### src/rtl/matvec_pkg.sv
// Shared types, sizes and the requantization arithmetic for the
// matrix-vector output stage.
package matvec_pkg;

  localparam int K       = 8;
  localparam int IN_W    = 28;
  localparam int OUT_W   = 14;
  localparam int SHIFT_W = 5;
  localparam int SATC_W  = 16;
  localparam int CNT_W   = $clog2(K);
  localparam int EXT_W   = IN_W + 1;

  typedef logic signed [IN_W-1:0]  y_t;
  typedef logic signed [OUT_W-1:0] x_t;
  typedef logic [SHIFT_W-1:0]      shamt_t;
  typedef logic signed [EXT_W-1:0] ext_t;

  // Result of one requantization: the clamped value and whether the clamp bit.
  typedef struct packed {
    x_t   data;
    logic sat;
  } rq_t;

  // One FIFO entry: requantized element plus end-of-vector tag.
  typedef struct packed {
    x_t   data;
    logic last;
  } entry_t;

  localparam ext_t SAT_MAX = ext_t'((1 << (OUT_W - 1)) - 1);
  localparam ext_t SAT_MIN = -ext_t'(1 << (OUT_W - 1));

  // Optional ReLU, round-half-up arithmetic right shift, then clamp to OUT_W.
  // The extra bit over IN_W keeps the rounding bias from overflowing.
  function automatic rq_t requant(input y_t y, input shamt_t s, input logic relu);
    ext_t r;
    ext_t q;
    ext_t bias;
    rq_t  res;
    r = (relu && (y < 0)) ? '0 : ext_t'(y);
    if (s == '0) begin
      q = r;
    end else begin
      bias = ext_t'(1) << (s - 1'b1);
      q    = (r + bias) >>> s;
    end
    if (q > SAT_MAX) begin
      res.data = x_t'(SAT_MAX);
      res.sat  = 1'b1;
    end else if (q < SAT_MIN) begin
      res.data = x_t'(SAT_MIN);
      res.sat  = 1'b1;
    end else begin
      res.data = x_t'(q);
      res.sat  = 1'b0;
    end
    return res;
  endfunction

endpackage

### src/rtl/fifo2.sv
// Two-entry synchronous FIFO of {data, last} with occupancy count.
// The caller never pushes when full; pops on an empty FIFO are ignored.
module fifo2
  import matvec_pkg::*;
(
  input  logic       clk,
  input  logic       reset_n,
  input  logic       i_push,
  input  entry_t     i_din,
  input  logic       i_pop,
  output entry_t     o_dout,
  output logic       o_valid,
  output logic       o_full
);

  entry_t     r_mem [2];
  logic       r_wr_ptr;
  logic       r_rd_ptr;
  logic [1:0] r_count;
  logic       w_pop;

  assign w_pop   = i_pop && (r_count != 2'd0);
  assign o_dout  = r_mem[r_rd_ptr];
  assign o_valid = (r_count != 2'd0);
  assign o_full  = (r_count == 2'd2);

  // Storage, pointers and count; head entry stays put until it is popped.
  // NOTE: storage is reset here only so the data output reads 0 during reset;
  // larger memories would normally be left unreset.
  always_ff @(posedge clk or negedge reset_n) begin
    if (!reset_n) begin
      r_mem[0] <= '0;
      r_mem[1] <= '0;
      r_wr_ptr <= 1'b0;
      r_rd_ptr <= 1'b0;
      r_count  <= 2'd0;
    end else begin
      // NOTE: non-blocking assignments so every register samples pre-edge values.
      if (i_push) begin
        r_mem[r_wr_ptr] <= i_din;
        r_wr_ptr        <= ~r_wr_ptr;
      end
      if (w_pop) begin
        r_rd_ptr <= ~r_rd_ptr;
      end
      r_count <= r_count + {1'b0, i_push} - {1'b0, w_pop};
    end
  end

endmodule

### src/rtl/matvec_out_requant.sv
// Output stage of the 8x8 matrix-vector unit: requantizes each 28-bit
// result to 14 bits, tags the last element of every vector, buffers two
// elements and counts saturation events.
module matvec_out_requant
  import matvec_pkg::*;
(
  input  logic              clk,
  input  logic              reset_n,
  input  logic              in_valid,
  output logic              in_ready,
  input  logic [IN_W-1:0]   in_data,
  input  logic [SHIFT_W-1:0] shift,
  input  logic              relu_en,
  output logic              out_valid,
  input  logic              out_ready,
  output logic [OUT_W-1:0]  out_data,
  output logic              out_last,
  output logic [SATC_W-1:0] sat_count
);

  logic              r_run;
  logic [CNT_W-1:0]  r_cnt;
  shamt_t            r_shift;
  logic              r_relu;
  logic [SATC_W-1:0] r_sat_count;

  logic   w_accept;
  logic   w_first;
  logic   w_full;
  logic   w_fifo_valid;
  shamt_t w_shift;
  logic   w_relu;
  rq_t    w_rq;
  entry_t w_din;
  entry_t w_dout;

  // Readiness depends only on FIFO occupancy, never on out_ready.
  assign in_ready = r_run && !w_full;
  assign w_accept = in_valid && in_ready;
  assign w_first  = (r_cnt == '0);

  // Element 0 uses the live config; the rest of the vector uses the latched copy.
  assign w_shift = w_first ? shift   : r_shift;
  assign w_relu  = w_first ? relu_en : r_relu;

  // Requantize and tag the incoming element.
  always_comb begin
    w_rq       = requant(y_t'(in_data), w_shift, w_relu);
    w_din.data = w_rq.data;
    w_din.last = (r_cnt == CNT_W'(K - 1));
  end

  fifo2 u_fifo (
    .clk     (clk),
    .reset_n (reset_n),
    .i_push  (w_accept),
    .i_din   (w_din),
    .i_pop   (out_ready),
    .o_dout  (w_dout),
    .o_valid (w_fifo_valid),
    .o_full  (w_full)
  );

  assign out_valid = w_fifo_valid;
  assign out_data  = w_dout.data;
  assign out_last  = w_dout.last;
  assign sat_count = r_sat_count;

  // Hold off input acceptance until the first edge after reset release.
  always_ff @(posedge clk or negedge reset_n) begin
    if (!reset_n) r_run <= 1'b0;
    else          r_run <= 1'b1;
  end

  // Element position within the vector and per-vector config latch.
  always_ff @(posedge clk or negedge reset_n) begin
    if (!reset_n) begin
      r_cnt   <= '0;
      r_shift <= '0;
      r_relu  <= 1'b0;
    end else if (w_accept) begin
      r_cnt <= (r_cnt == CNT_W'(K - 1)) ? '0 : r_cnt + 1'b1;
      if (w_first) begin
        r_shift <= shift;
        r_relu  <= relu_en;
      end
    end
  end

  // Saturation event counter, sticks at its maximum.
  always_ff @(posedge clk or negedge reset_n) begin
    if (!reset_n) begin
      r_sat_count <= '0;
    end else if (w_accept && w_rq.sat && (r_sat_count != '1)) begin
      r_sat_count <= r_sat_count + 1'b1;
    end
  end

endmodule

### config.mk
export PLATFORM = sky130hd
export DESIGN_NAME = matvec_out_requant
export DESIGN_NICKNAME = d
export VERILOG_FILES = /design/src/rtl/matvec_pkg.sv /design/src/rtl/fifo2.sv /design/src/rtl/matvec_out_requant.sv
export SDC_FILE = /design/constraint.sdc
export NUM_CORES = 1
export LEC_CHECK = 0
export BUFFER_PORTS_ARGS = -buffer_cell sky130_fd_sc_hd__buf_2
export CORE_UTILIZATION = 61
export CTS_CLUSTER_SIZE = 14
export DETAILED_ROUTE_END_ITERATION = 10
export PLACE_DENSITY = 0.93
export SYNTH_ARGS = -nofsm -noshare
export SYNTH_HDL_FRONTEND = slang
export SYNTH_SLANG_ARGS = --single-unit
### constraint.sdc
create_clock -name clk -period 7.52 [get_ports clk]
set_input_delay 0.376 -clock clk [delete_from_list [all_inputs] [get_ports clk]]
set_output_delay 0.376 -clock clk [all_outputs]
set_load 0.03 [all_outputs]
==> impl_metrics.env <==
export IMPL_outcome="finished clean"
export IMPL_place_congestion=1.076
export IMPL_htreeDepth=3
export IMPL_yosysMostFrequentCell="nor2_1"
export IMPL_areaGrowthSynthToFinish_pct=12.89
export IMPL_crit_path_start_kind="flop"
export IMPL_crit_required_ns=7.77
export IMPL_max_vdd_ir_drop_v=0.0004219
export IMPL_power_switching_share_pct=57.94
export IMPL_finalSetupViolCount=0
export IMPL_min_period_over_period_pct=95.26
export IMPL_cts_sinks=60
export IMPL_postCtsSetupRepairBufs=0
export IMPL_first_pass_iters=6
export IMPL_tns_ns=0
export IMPL_power_w=0.004336
export IMPL_drv_slew=0
export IMPL_ctsResizeCount=0
export IMPL_start_util_pct=62.52
export IMPL_hold_class="primary input to async pin"
export IMPL_power_frac_seq_pct=12.7
export IMPL_synth_top_cell_area_share_pct=21.12
export IMPL_grtUsageMet2_pct=77.54
export IMPL_avgSynthCellArea_sq_um=7.180
export IMPL_nNetsFinal=1130
export IMPL_maxSlewHeadroom_pct=48.87
export IMPL_routed_wl_microns=29360
export IMPL_end_kind="flop"
export IMPL_fmax_mhz=139.6
export IMPL_reg2reg_depth=24
export IMPL_gr_total_overflow=0
export IMPL_cts_tree="yes"
export IMPL_insertion_delay_ns=0.33
export IMPL_synth_distinct_cells=85
export IMPL_die_h_microns=109.9
export IMPL_first_iter_violations=1475
export IMPL_path_buf_inv=3
export IMPL_ys_flop_type="dfrtp_1"
export IMPL_synth_seq_area_share_pct=21.12
export IMPL_drive_gt1_share_pct=16.29
export IMPL_worstMarginPinSlew_ns=0.7651
export IMPL_die_w_microns=109.9
export IMPL_hold_violations=0
export IMPL_syn_area_sq_um=7108
export IMPL_grt_max_degree=61
export IMPL_detail_route_antenna_nets=0
export IMPL_die_area_sq_um=12090
export IMPL_groute_layer_met1_usage_pct=58.37
export IMPL_synth_common_cells="nor2_1 (137), nand2_1 (134), a21oi_1 (82), dfrtp_1 (60), o21ai_0 (60)"
export IMPL_period_minus_slack_ns=7.163
export IMPL_power_per_cell_area_nw_per_um2=540.4
export IMPL_crit_top_cell="nor2_1"
export IMPL_syn_inst=990
export IMPL_critical_path_class="flop to flop"
export IMPL_post_place_ws_ns=0.8468
export IMPL_p_switching_w=0.002513
export IMPL_wl_per_cell_microns=24.33
export IMPL_grt_pass1_vias=8029
export IMPL_dp_hpwl_microns=21400
export IMPL_yosys_area_top_type="dfrtp_1"
export IMPL_cap_violations=0
export IMPL_synth_edff_count=0
export IMPL_ys_ff_latch=60
export IMPL_grt_pass1_wl_microns=44640
export IMPL_grt_busiest_layer="met2"
export IMPL_ff2ff_setup_slack_ns=0.36
export IMPL_avgViaCountPerCell=7.215
export IMPL_leakage_nw=3.520
export IMPL_path_delay_family="compound AO/OA/AOI/OAI gates"
export IMPL_syn_nets=1063
export IMPL_cp_max_fo=24
export IMPL_crit_start="r_cnt[0]$_DFFE_PN0P_"
export IMPL_cpMaxStageDelayCell="a2111oi_1"
export IMPL_antenna_found_initial=3
export IMPL_clkPwrFrac_pct=9.4
export IMPL_yosysWarningCount=0
export IMPL_numCtsBuffers=9
export IMPL_worstReg2RegStart="r_cnt[0]$_DFFE_PN0P_"
export IMPL_core_region_area_sq_um=11370
export IMPL_setup_ws_ns=0.3565
export IMPL_use_met3_pct=15.95
export IMPL_rows=39
export IMPL_ios=71
export IMPL_synth_area_top_cells="dfrtp_1 (21%), nor2_1 (7.2%), nand2_1 (7.1%)"
export IMPL_worstPathCellList="inv_1 > ha_1 > nor2b_2 > buf_4 > mux2_2 > nor2_1 > buf_4 > nand2_1 > nor2_1 > ha_1 > a21oi_1 > o22ai_1 > a21boi_1 > a31oi_1 > nor2_1 > xor2_1 > a2111oi_1 > mux2i_1 > a221oi_1 > nor4_1 > a31oi_1 > nand3_2 > nor4_1 > xor2_1"
export IMPL_synth_async_reset_ratio_pct=100.0
export IMPL_hold_buffers=0
export IMPL_vias=8709
export IMPL_combPwrFrac_pct=77.9
export IMPL_clkTransAtPathRegs_ns=0.05
export IMPL_r2r_end="sat_count[15]$_DFFE_PN0P_"
export IMPL_p_int_w=0.001824
export IMPL_arrival_ns=7.41
export IMPL_finClkSkew_ns=0.003823
export IMPL_drc_errors=0
export IMPL_cp_slowest_stage_delay_ns=0.71
export IMPL_io_buffers=70
export IMPL_cts_root_buf="clkbuf_16"
export IMPL_grt_setup_unrepaired="no"
export IMPL_clockBufferDepth=2
export IMPL_track_usage_pct=49.50
==> kinds of logic after synthesis <==
| kind of cell | after synthesis | synth area share (%) |
|---|---|---|
| buf+inv | 71 | 4.242 |
| compound gates | 310 | 29.24 |
| fa+ha+maj | 35 | 6.267 |
| other cells | 1 | 0.05276 |
| flops | 60 | 21.12 |
| simple gates | 433 | 27.99 |
| mux | 45 | 6.777 |
| xor+xnor | 35 | 4.313 |
==> registers in the layout, summed over array words and instances (netlist names) <==
signal           count
u_fifo.r_mem        30
u_fifo.r_count       2
r_cnt                3
r_relu               1
u_fifo.r_wr_ptr      1
r_shift              5
u_fifo.r_rd_ptr      1
sat_count           16
r_run                1
==> cell type report <==
class                           instances  area [sq um]
Antenna cell                            2         5.005
Tap cell                              143         178.9
Fill cell                             903          3346
Clock inverter                          4         48.80
Timing Repair Buffer                  109         655.6
Inverter                               18         67.56
Clock buffer                           12         246.5
Multi-Input combinational cell        859          5320
Sequential cell                        60          1501
==> power by group through the flow <==
stage	sequential [W]	clock (W)	combinational, W
after floorplan	0.000518	0	0.00222
after global placement	0.000523	0	0.00312
after detailed placement	0.000535	0	0.00313
after CTS	0.000539	0.000406	0.00318
after global routing	0.000558	0.000419	0.00357
final	0.000550	0.000409	0.00338
==> metal layers <==
layer	vias to the layer above	routed length [microns]
met2	775	12890
met1	3954	10670
met4	0	2187
li1	3756	-
met3	224	3614
met5	-	0
==> per-stage QoR <==
step | area, sq um | util (%) | hold WS (ns) | std cells
2_1_floorplan | 7108 | - | 0.08041 | 990
3_3_place_gp | 7724 | 67.93 | 0.4540 | 1189
3_5_place_dp | 7724 | 67.93 | 0.4813 | 1189
4_1_cts | 8019 | 70.53 | 0.2166 | 1205
5_1_grt | 8019 | 70.53 | 0.2729 | 1205
6_report | 8024 | 70.57 | 0.1983 | 1207
==> placed cells by master (no fill, tap or decap), types with 4 or more instances in the layout <==
cell type	count
dfrtp_1	60
o22a_1	11
xnor2_1	14
mux2i_2	4
o21ai_1	5
o21ai_0	60
nand2b_1	5
or3_1	12
nor2b_1	4
o31ai_1	4
nand4_1	15
inv_1	17
ha_1	34
nor2_1	137
a31oi_1	11
buf_2	70
o221ai_1	5
mux2_2	23
a221oi_1	4
xor2_1	21
nor4_1	8
nand3_1	35
o22ai_1	13
buf_4	38
nand2_1	134
clkbuf_16	9
and3_1	8
nor3_1	29
a211oi_1	17
and2_1	30
a21oi_1	82
o211ai_1	21
a21o_1	10
o21a_1	13
mux2i_1	16
==> worst max path at each step <==
stage	end	cells after the start
after CTS	sat_count[15]$_DFFE_PN0P_	24
after detailed placement	sat_count[15]$_DFFE_PN0P_	24
final	sat_count[15]$_DFFE_PN0P_	24
after floorplan	sat_count[1]$_DFFE_PN0P_	24
after global routing	sat_count[15]$_DFFE_PN0P_	24
after global placement	sat_count[1]$_DFFE_PN0P_	22
Note: power is estimated with default switching activity, not from simulation.
